===== src/rtl/counter_ctrl_if.sv =====
// Bus between counter_ctrl and the binary counter it drives, plus its
// configuration/command inputs.
//   start, stop     one-cycle commands
//   mode            0 = one-shot, 1 = periodic (sampled with start)
//   period          terminal count value (sampled with start)
//   prescale        tick every prescale+1 RUN cycles (sampled with start)
//   q               counter's registered output, fed back for compare
//   ce, sclr        count enable / synchronous clear to the counter
//   tc              one-cycle terminal tick pulse
//   done, busy      status
interface counter_ctrl_if #(
  parameter int unsigned DWIDTH  = 8,
  parameter int unsigned PSWIDTH = 8
);
  logic               start;
  logic               stop;
  logic               mode;
  logic [DWIDTH-1:0]  period;
  logic [PSWIDTH-1:0] prescale;
  logic [DWIDTH-1:0]  q;
  logic               ce;
  logic               sclr;
  logic               tc;
  logic               done;
  logic               busy;

  // Environment side: issues commands/config and supplies the counter value.
  modport master (
    output start, stop, mode, period, prescale, q,
    input  ce, sclr, tc, done, busy
  );

  // Controller side.
  modport slave (
    input  start, stop, mode, period, prescale, q,
    output ce, sclr, tc, done, busy
  );
endinterface


===== src/rtl/counter_ctrl.sv =====
// Control stage for an external binary counter, forming a programmable timer
// with period (PERIOD+1)*(PRESCALE+1) clock cycles.
//   clk   system clock, rising edge
//   rst   asynchronous active-high reset
//   bus   counter_ctrl_if.slave: commands/config in, counter q in,
//         ce/sclr/tc/done/busy out
// Outputs are decoded only from registered state and the compare against q,
// so there is no combinational path from the command/config inputs.
module counter_ctrl #(
  parameter int unsigned DWIDTH  = 8,
  parameter int unsigned PSWIDTH = 8
) (
  input logic            clk,
  input logic            rst,
  counter_ctrl_if.slave  bus
);

  typedef enum logic [1:0] {StIdle, StClear, StRun, StDone} state_e;

  state_e             state_q, state_d;
  logic [PSWIDTH-1:0] pcnt_q, pcnt_d;
  logic               mode_q, mode_d;
  logic [DWIDTH-1:0]  period_q, period_d;
  logic [PSWIDTH-1:0] pscl_q, pscl_d;

  logic tick;
  logic term;
  logic load;
  logic ce, sclr, tc, done, busy;

  assign tick = (state_q == StRun) && (pcnt_q == pscl_q);
  assign term = (bus.q == period_q);
  // STOP wins over START, so a simultaneous pair never reloads the shadows.
  assign load = bus.start && !bus.stop;

  always_comb begin
    state_d  = state_q;
    pcnt_d   = '0;
    mode_d   = mode_q;
    period_d = period_q;
    pscl_d   = pscl_q;
    ce       = 1'b0;
    sclr     = 1'b0;
    tc       = 1'b0;
    done     = 1'b0;
    busy     = 1'b0;

    if (load) begin
      mode_d   = bus.mode;
      period_d = bus.period;
      pscl_d   = bus.prescale;
    end

    if (state_q == StRun) begin
      pcnt_d = tick ? '0 : pcnt_q + PSWIDTH'(1);
    end

    unique case (state_q)
      StIdle: begin
        if (load) state_d = StClear;
      end
      StClear: begin
        ce      = 1'b1;
        sclr    = 1'b1;
        busy    = 1'b1;
        state_d = StRun;
      end
      StRun: begin
        busy = 1'b1;
        if (tick) begin
          tc = term;
          if (term && !mode_q) begin
            // One-shot end: leave q parked at the terminal value.
            state_d = StDone;
          end else begin
            ce   = 1'b1;
            sclr = term;
          end
        end
      end
      StDone: begin
        done = 1'b1;
      end
      default: state_d = StIdle;
    endcase

    // Commands override the per-state transitions; restart from any state.
    if (bus.stop) begin
      state_d = StIdle;
    end else if (bus.start) begin
      state_d = StClear;
    end
  end

  always_ff @(posedge clk or posedge rst) begin
    if (rst) begin
      state_q  <= StIdle;
      pcnt_q   <= '0;
      mode_q   <= 1'b0;
      period_q <= '0;
      pscl_q   <= '0;
    end else begin
      state_q  <= state_d;
      pcnt_q   <= pcnt_d;
      mode_q   <= mode_d;
      period_q <= period_d;
      pscl_q   <= pscl_d;
    end
  end

  assign bus.ce   = ce;
  assign bus.sclr = sclr;
  assign bus.tc   = tc;
  assign bus.done = done;
  assign bus.busy = busy;

endmodule


===== src/flat_wrapper.sv =====
// flat-port wrapper written by rule: the top's interface ports become plain ports
module counter_ctrl_flat 
#(
  parameter int unsigned DWIDTH  = 8,
  parameter int unsigned PSWIDTH = 8
)
  (clk, rst, bus_start, bus_stop, bus_mode, bus_period, bus_prescale, bus_q, bus_ce, bus_sclr, bus_tc, bus_done, bus_busy);
  counter_ctrl_if #(.DWIDTH(DWIDTH), .PSWIDTH(PSWIDTH)) bus_i ();
  input logic clk;
  input logic rst;
  input wire logic [$bits(bus_i.start)-1:0] bus_start;
  input wire logic [$bits(bus_i.stop)-1:0] bus_stop;
  input wire logic [$bits(bus_i.mode)-1:0] bus_mode;
  input wire logic [$bits(bus_i.period)-1:0] bus_period;
  input wire logic [$bits(bus_i.prescale)-1:0] bus_prescale;
  input wire logic [$bits(bus_i.q)-1:0] bus_q;
  output wire logic [$bits(bus_i.ce)-1:0] bus_ce;
  output wire logic [$bits(bus_i.sclr)-1:0] bus_sclr;
  output wire logic [$bits(bus_i.tc)-1:0] bus_tc;
  output wire logic [$bits(bus_i.done)-1:0] bus_done;
  output wire logic [$bits(bus_i.busy)-1:0] bus_busy;
  assign bus_i.start = bus_start;
  assign bus_i.stop = bus_stop;
  assign bus_i.mode = bus_mode;
  assign bus_i.period = bus_period;
  assign bus_i.prescale = bus_prescale;
  assign bus_i.q = bus_q;
  assign bus_ce = bus_i.ce;
  assign bus_sclr = bus_i.sclr;
  assign bus_tc = bus_i.tc;
  assign bus_done = bus_i.done;
  assign bus_busy = bus_i.busy;
  counter_ctrl #(.DWIDTH(DWIDTH), .PSWIDTH(PSWIDTH)) u_core (.clk(clk), .rst(rst), .bus(bus_i));
endmodule

===== config.mk =====
export PLATFORM = sky130hd
export DESIGN_NAME = counter_ctrl_flat
export DESIGN_NICKNAME = d
export VERILOG_FILES = /design/src/rtl/counter_ctrl_if.sv /design/src/rtl/counter_ctrl.sv /design/src/flat_wrapper.sv
export SDC_FILE = /design/constraint.sdc
export NUM_CORES = 1
export LEC_CHECK = 0
export ABC_AREA = 0
export BUFFER_PORTS_ARGS = -buffer_cell sky130_fd_sc_hd__buf_2
export CAP_MARGIN = 5
export CORE_MARGIN = 1.5
export CORE_UTILIZATION = 45
export CTS_BUF_LIST = sky130_fd_sc_hd__clkbuf_16
export DETAILED_ROUTE_END_ITERATION = 8
export HOLD_SLACK_MARGIN = 0.03
export PLACE_DENSITY = 0.76
export SLEW_MARGIN = 25
export SYNTH_ARGS = -nofsm -noshare
export SYNTH_HDL_FRONTEND = slang
export SYNTH_SLANG_ARGS = --single-unit

===== constraint.sdc =====
create_clock -name clk -period 1.9 [get_ports clk]
set_input_delay 0.095 -clock clk [delete_from_list [all_inputs] [get_ports clk]]
set_output_delay 0.095 -clock clk [all_outputs]
set_load 0.005 [all_outputs]

==> results.yml, run 1 <==
place:
  numPortBuffers: 33
  dpl.hpwl_um: 1980
  postPlaceCellArea_sq_um: 1650
  globalplace.congestion: 0.801
  pre_cts_ws_ns: 0.287
yosys:
  syn_nets: 154
  async_flop_share: 1.00
  ys_warn_count: 0
  yosysSeqAreaShare: 0.477
  synth-seq-cells: 27
  syn_inst: 120
  synth_top_family_by_area: "XOR/XNOR gates"
  synth_simple_gate_area_frac: 0.127
  synth_area_sq_um: 1420
  ys_types: 29
  synth_mux_area_frac: 0.127
  synth-compound-area-share: 0.0654
  syn_avg_cell_area_sq_um: 11.8
  synth_edf_count: 0
  synthFlopType: "dfrtp_1"
  synth_fa_ha_area_frac: 0.0442
  synth_xor_area_frac: 0.136
route:
  wl_um: 2610
  final_antenna_net_count: 0
  drc: 0
  vias: 1028
  drt_pre_antenna_iters: 4
  drt_iter0_drc: 4
  vias_per_cell: 4.99
  wl_per_cell_um: 12.7
die:
  die_w_um: 59.1
  rows: 20
  ios: 34
  die-area_sq_um: 3490
  core_sq_um: 3030
  chipHeight_um: 59.1
  start_util: 0.467
power:
  power_leakage_nw: 0.812
  p_per_area_nw_per_um2: 760
  ir_worst_vdd_mv: 0.350
  total_power_mw: 1.35
clock_network:
  cts_buffers: 3
  clk_pin_slew_ns: 0.06
  root_buffer: "clkbuf_16"
  cts_sinks: 27
  clk_latency_ns: 0.26
  htreeDepth: 1
  ctsLongestPathBuffers: 2
  cts_tree: "done"
final_layout:
  most-common-layout-cells: "buf_2, dfrtp_1, xor2_1"
  finalNetCount: 197
  regArea_sq_um: 677
  drive_above_1_share: 0.358
  stdcell_area_sq_um: 1770
  final_util: 0.586
  diodes: 0
  multiInputGateArea_sq_um: 721
  syn2layout_area_growth_pct: 25.3
  fillerInstances: 253
  final_common_cell: "buf_2"
critical_path:
  reg2reg_slack_ns: 0.14
  r2r_start: "u_core.pcnt_q[1]$_DFF_PP0_"
  critPathMaxFanout: 4
  criticalPathCategory: "flip-flop to output pin"
  reg2reg_to: "u_core.state_q[0]$_DFFE_PP0P_"
  cpPeakStageDelay_ns: 0.44
  crit_required_ns: 1.80
  slowest_stage: "dfrtp_2"
  setup.worst_path.start: "u_core.pcnt_q[1]$_DFF_PP0_"
  reg2reg_depth: 6
  critPathLaunchType: "flip-flop"
  critical_path_arrival_ns: 1.79
  path_cells: "xor2_1 -> nor4_2 -> nand3_2 -> nor3_2 -> o21a_1 -> buf_2"
  cp-end-kind: "output pin"
global_route:
  grt_max_degree: 28
  grt_pass1_vias: 1042
  antenna_found_initial: 0
  overflow: 0
  grt_usage: 0.168
  grt_pass1_wl_um: 4410
flow_run:
  maxCapViolCount: 0
hold_path:
  min_to: "u_core.period_q[6]$_DFFE_PP0P_"
  hold_path.startpoint: "bus_period[6]"
  hold_depth: 2
  worstHoldPathType: "primary input to flip-flop"
timing:
  setup_ws_ns: 0.0163
  finalCriticalPeriod_ns: 1.88
  period_share: 0.991
  drv_slew: 0
  setup_viol: 0
  max_slew_margin: 0.749
  hold_violations: 0
  hold_ws_ns: 0.0473
  fin_worst_skew_ns: 0.00428
  worstMarginPinSlew_ns: 0.374
  max_freq_ghz: 0.531
  rsz0062_at_grt: "yes"
status:
  outcome: "complete, no violations"
-- worst max-delay path, delay by kind of cell, from the launching register on --
family | cells | cell delay [ns]
buffers and inverters | 1 | 0.10
XOR/XNOR | 1 | 0.15
AND/OR/NAND/NOR | 3 | 0.72
AO/OA/AOI/OAI | 1 | 0.12
flip-flops | 1 | 0.44
-- final cells by class --
| class | instances | share of cell area |
|---|---|---|
| multi-input combinational | 86 | 0.406 |
| clock inverter | 1 | 0.00212 |
| sequential | 27 | 0.382 |
| clock buffer | 3 | 0.0423 |
| timing repair buffer | 40 | 0.126 |
| tap | 44 | 0.0311 |
| inverter | 5 | 0.0106 |
-- report_power, final --
group	switching, mW	internal, mW	total [mW]
combinational	0.0949	0.117	0.212
clock	0.181	0.281	0.462
sequential	0.0420	0.631	0.673
-- per-stage QoR --
| step | std cells | TNS (ns) |
|---|---|---|
| CTS | 204 | 0 |
| floorplan | 120 | 0 |
| detailed placement | 198 | 0 |
| finish | 206 | 0 |
| global placement | 198 | 0 |
| global route | 206 | -0.203 |
-- worst max path at each step --
stage	endpoint	cells past startpoint
6_report	bus_sclr	6
3_3_place_gp	u_core.state_q[0]$_DFFE_PP0P_	6
3_5_place_dp	u_core.state_q[0]$_DFFE_PP0P_	6
4_1_cts	bus_sclr	6
5_1_grt	bus_sclr	6
2_1_floorplan	u_core.state_q[0]$_DFFE_PP0P_	6
-- sequential cells by signal (all words and copies together), names as in the netlist --
| register | cells |
|---|---|
| u_core.mode_q | 1 |
| u_core.pcnt_q | 8 |
| u_core.pscl_q | 8 |
| u_core.state_q | 2 |
| u_core.period_q | 8 |
-- synth_stat cells, drive strengths merged, types with 3 or more instances --
master | n | share of area
nor2 | 12 | 0.034
nor3 | 3 | 0.011
ha | 5 | 0.044
inv | 5 | 0.013
nand3 | 6 | 0.021
xor2 | 13 | 0.080
dfrtp | 27 | 0.48
xnor2 | 9 | 0.056
mux2 | 16 | 0.13
nand4 | 3 | 0.013
-- per-layer routing --
metal | wire length (um) | GRT usage
met2 | 1310 | 0.287
met4 | 39 | 0.0584
met1 | 1170 | 0.210
met3 | 92 | 0.0328
met5 | 0 | 0
-- cells by family (layout without fill, tap and decap cells) --
family,count (synthesis),count (layout)
XOR/XNOR,22,22
multiplexers,16,16
flip-flops,27,27
AND/OR/NAND/NOR,32,32
adder cells (fa/ha/maj),5,5
AO/OA/AOI/OAI,11,11
buffers and inverters,7,49
-- what timing repair did --
action                                  CTS  global route
endpoints found under the setup margin    0             2
gates resized for setup                   0             4
hold endpoints to repair                 28             0
setup buffers                             0             2
hold buffers                              2             0
Power figures use the tool's default switching activity.
==> inputs of run 2 (changes only) <==
--- a/config.mk
+++ b/config.mk
@@ -8,7 +8,6 @@
 export ABC_AREA = 0
 export BUFFER_PORTS_ARGS = -buffer_cell sky130_fd_sc_hd__buf_2
 export CAP_MARGIN = 5
-export CORE_MARGIN = 1.5
 export CORE_UTILIZATION = 45
 export CTS_BUF_LIST = sky130_fd_sc_hd__clkbuf_16
 export DETAILED_ROUTE_END_ITERATION = 8
==> results.yml, run 2 (synthesis gave the netlist of run 1 again) <==
route:
  vias: 1031
  drc: 0
  wl_um: 2920
  vias_per_cell: 5.00
  wl_per_cell_um: 14.2
  final_antenna_net_count: 0
  drt_pre_antenna_iters: 4
  drt_iter0_drc: 25
final_layout:
  reg_top3: "u_core.pcnt_q (8), u_core.period_q (8), u_core.pscl_q (8)"
  diodes: 0
  most-common-layout-cells: "buf_2, dfrtp_1, xor2_1"
  drive_above_1_share: 0.366
  syn2layout_area_growth_pct: 26.7
  final_common_cell: "buf_2"
  finalNetCount: 199
  final_util: 0.623
power:
  p_clk_frac: 0.342
  intPower_mw: 1.03
  p_per_area_nw_per_um2: 763
  switchingPower_mw: 0.333
  power_leakage_nw: 0.825
  total_power_mw: 1.37
  ir_worst_vdd_mv: 0.460
  seqPwrFrac: 0.495
  swShare: 0.244
  power_frac_comb: 0.163
critical_path:
  setup.worst_path.start: "u_core.period_q[4]$_DFFE_PP0P_"
  cp-end-kind: "output pin"
  reg2reg_depth: 6
  reg2reg_to: "u_core.state_q[0]$_DFFE_PP0P_"
  crit_required_ns: 1.80
  slowest_stage: "dfrtp_1"
  endpoint: "bus_sclr"
  r2r_start: "u_core.pcnt_q[1]$_DFF_PP0_"
  reg2reg_slack_ns: 0.17
  criticalPathCategory: "flip-flop to output pin"
  critPathLaunchType: "flip-flop"
  path_cells: "xnor2_1 -> nand4_1 -> or2_4 -> nor3_2 -> o21a_1 -> buf_2"
  cpPeakStageDelay_ns: 0.40
  critPathMaxFanout: 4
  critical_path_arrival_ns: 1.76
die:
  chipHeight_um: 58.1
  ios: 34
  core_sq_um: 2880
  die-area_sq_um: 3370
  rows: 19
  start_util: 0.492
  die_w_um: 58.1
hold_path:
  worstHoldPathType: "primary input to flip-flop"
timing:
  fin_worst_skew_ns: 0.00128
  drv_slew: 0
  max_freq_ghz: 0.539
  worstMarginPinSlew_ns: 0.356
  finalCriticalPeriod_ns: 1.86
  rsz0062_at_grt: "yes"
  period_share: 0.977
  setup_viol: 0
  setup_ws_ns: 0.0443
  hold_violations: 0
  max_slew_margin: 0.762
place:
  dpl.hpwl_um: 2040
  numPortBuffers: 33
  globalplace.congestion: 0.806
  pre_cts_ws_ns: 0.271
global_route:
  antenna_found_initial: 0
  grt_max_degree: 28
  grt_pass1_vias: 1061
  grt_usage: 0.182
  use_met2: 0.320
  gr-max-usage-layer: "met2"
  overflow: 0
  grt_util_met3: 0.0335
  met1_usage: 0.236
  grt_pass1_wl_um: 4690
clock_network:
  htreeDepth: 1
  cts_sinks: 27
  clk_pin_slew_ns: 0.06
  clk_latency_ns: 0.26
  cts_tree: "done"
  ctsLongestPathBuffers: 2
  cts_buffers: 3
  root_buffer: "clkbuf_16"
flow_run:
  maxCapViolCount: 0
status:
  outcome: "complete, no violations"
## run 2: area by class of cell
class	count	area, sq um
fill	232	1080
multi-input combinational	86	728
sequential	27	677
timing repair buffer	42	238
clock buffer	3	75.1
tap	42	52.6
inverter	5	18.8
clock inverter	1	3.75
## run 2: how the worst min path moves through the flow
stage,start,end,slack (ns),depth (start not counted)
2_1_floorplan,rst,u_core.mode_q$_DFFE_PP0P_,0.15,1
3_3_place_gp,rst,u_core.period_q[1]$_DFFE_PP0P_,0.17,3
3_5_place_dp,rst,u_core.period_q[6]$_DFFE_PP0P_,0.17,3
4_1_cts,bus_stop,u_core.state_q[0]$_DFFE_PP0P_,0.04,2
5_1_grt,bus_stop,u_core.state_q[0]$_DFFE_PP0P_,0.05,2
6_report,bus_stop,u_core.state_q[0]$_DFFE_PP0P_,0.04,2
## run 2: power groups by stage
stage,combinational (mW),clock (mW),sequential [mW]
after floorplan,0.148,0,0.671
after global placement,0.201,0,0.679
after detailed placement,0.208,0,0.685
after CTS,0.217,0.477,0.675
after global routing,0.247,0.495,0.683
final,0.223,0.467,0.677
## run 2: timing repair
item	in CTS	in global routing
hold buffers	2	0
endpoints found under the hold margin	28	0
pin swaps	2	4
endpoints found under the setup margin	1	2
resized for setup	1	4
buffers inserted	1	3
## run 2: metal layers
metal,share of wire,vias to the layer above
li1,-,502
met3,0.030,6
met4,0.015,0
met2,0.51,27
met1,0.44,496
met5,0,-
## run 2: metrics by stage
step	hold slack (ns)	instances	instance area (sq um)	setup TNS, ns
after floorplan	0.148	120	1420	0
after global placement	0.166	196	1640	0
after detailed placement	0.172	196	1640	0
after CTS	0.0422	203	1750	0
after global routing	0.0478	206	1790	-0.0850
final	0.0420	206	1790	0
## run 2: worst max-delay path, delay by kind of cell, from the launching register on
| kind | cells | cell delay [ns] |
|---|---|---|
| AND/OR/NAND/NOR | 3 | 0.71 |
| flip-flops | 1 | 0.40 |
| XOR/XNOR | 1 | 0.16 |
| AO/OA/AOI/OAI | 1 | 0.13 |
| buffers and inverters | 1 | 0.11 |
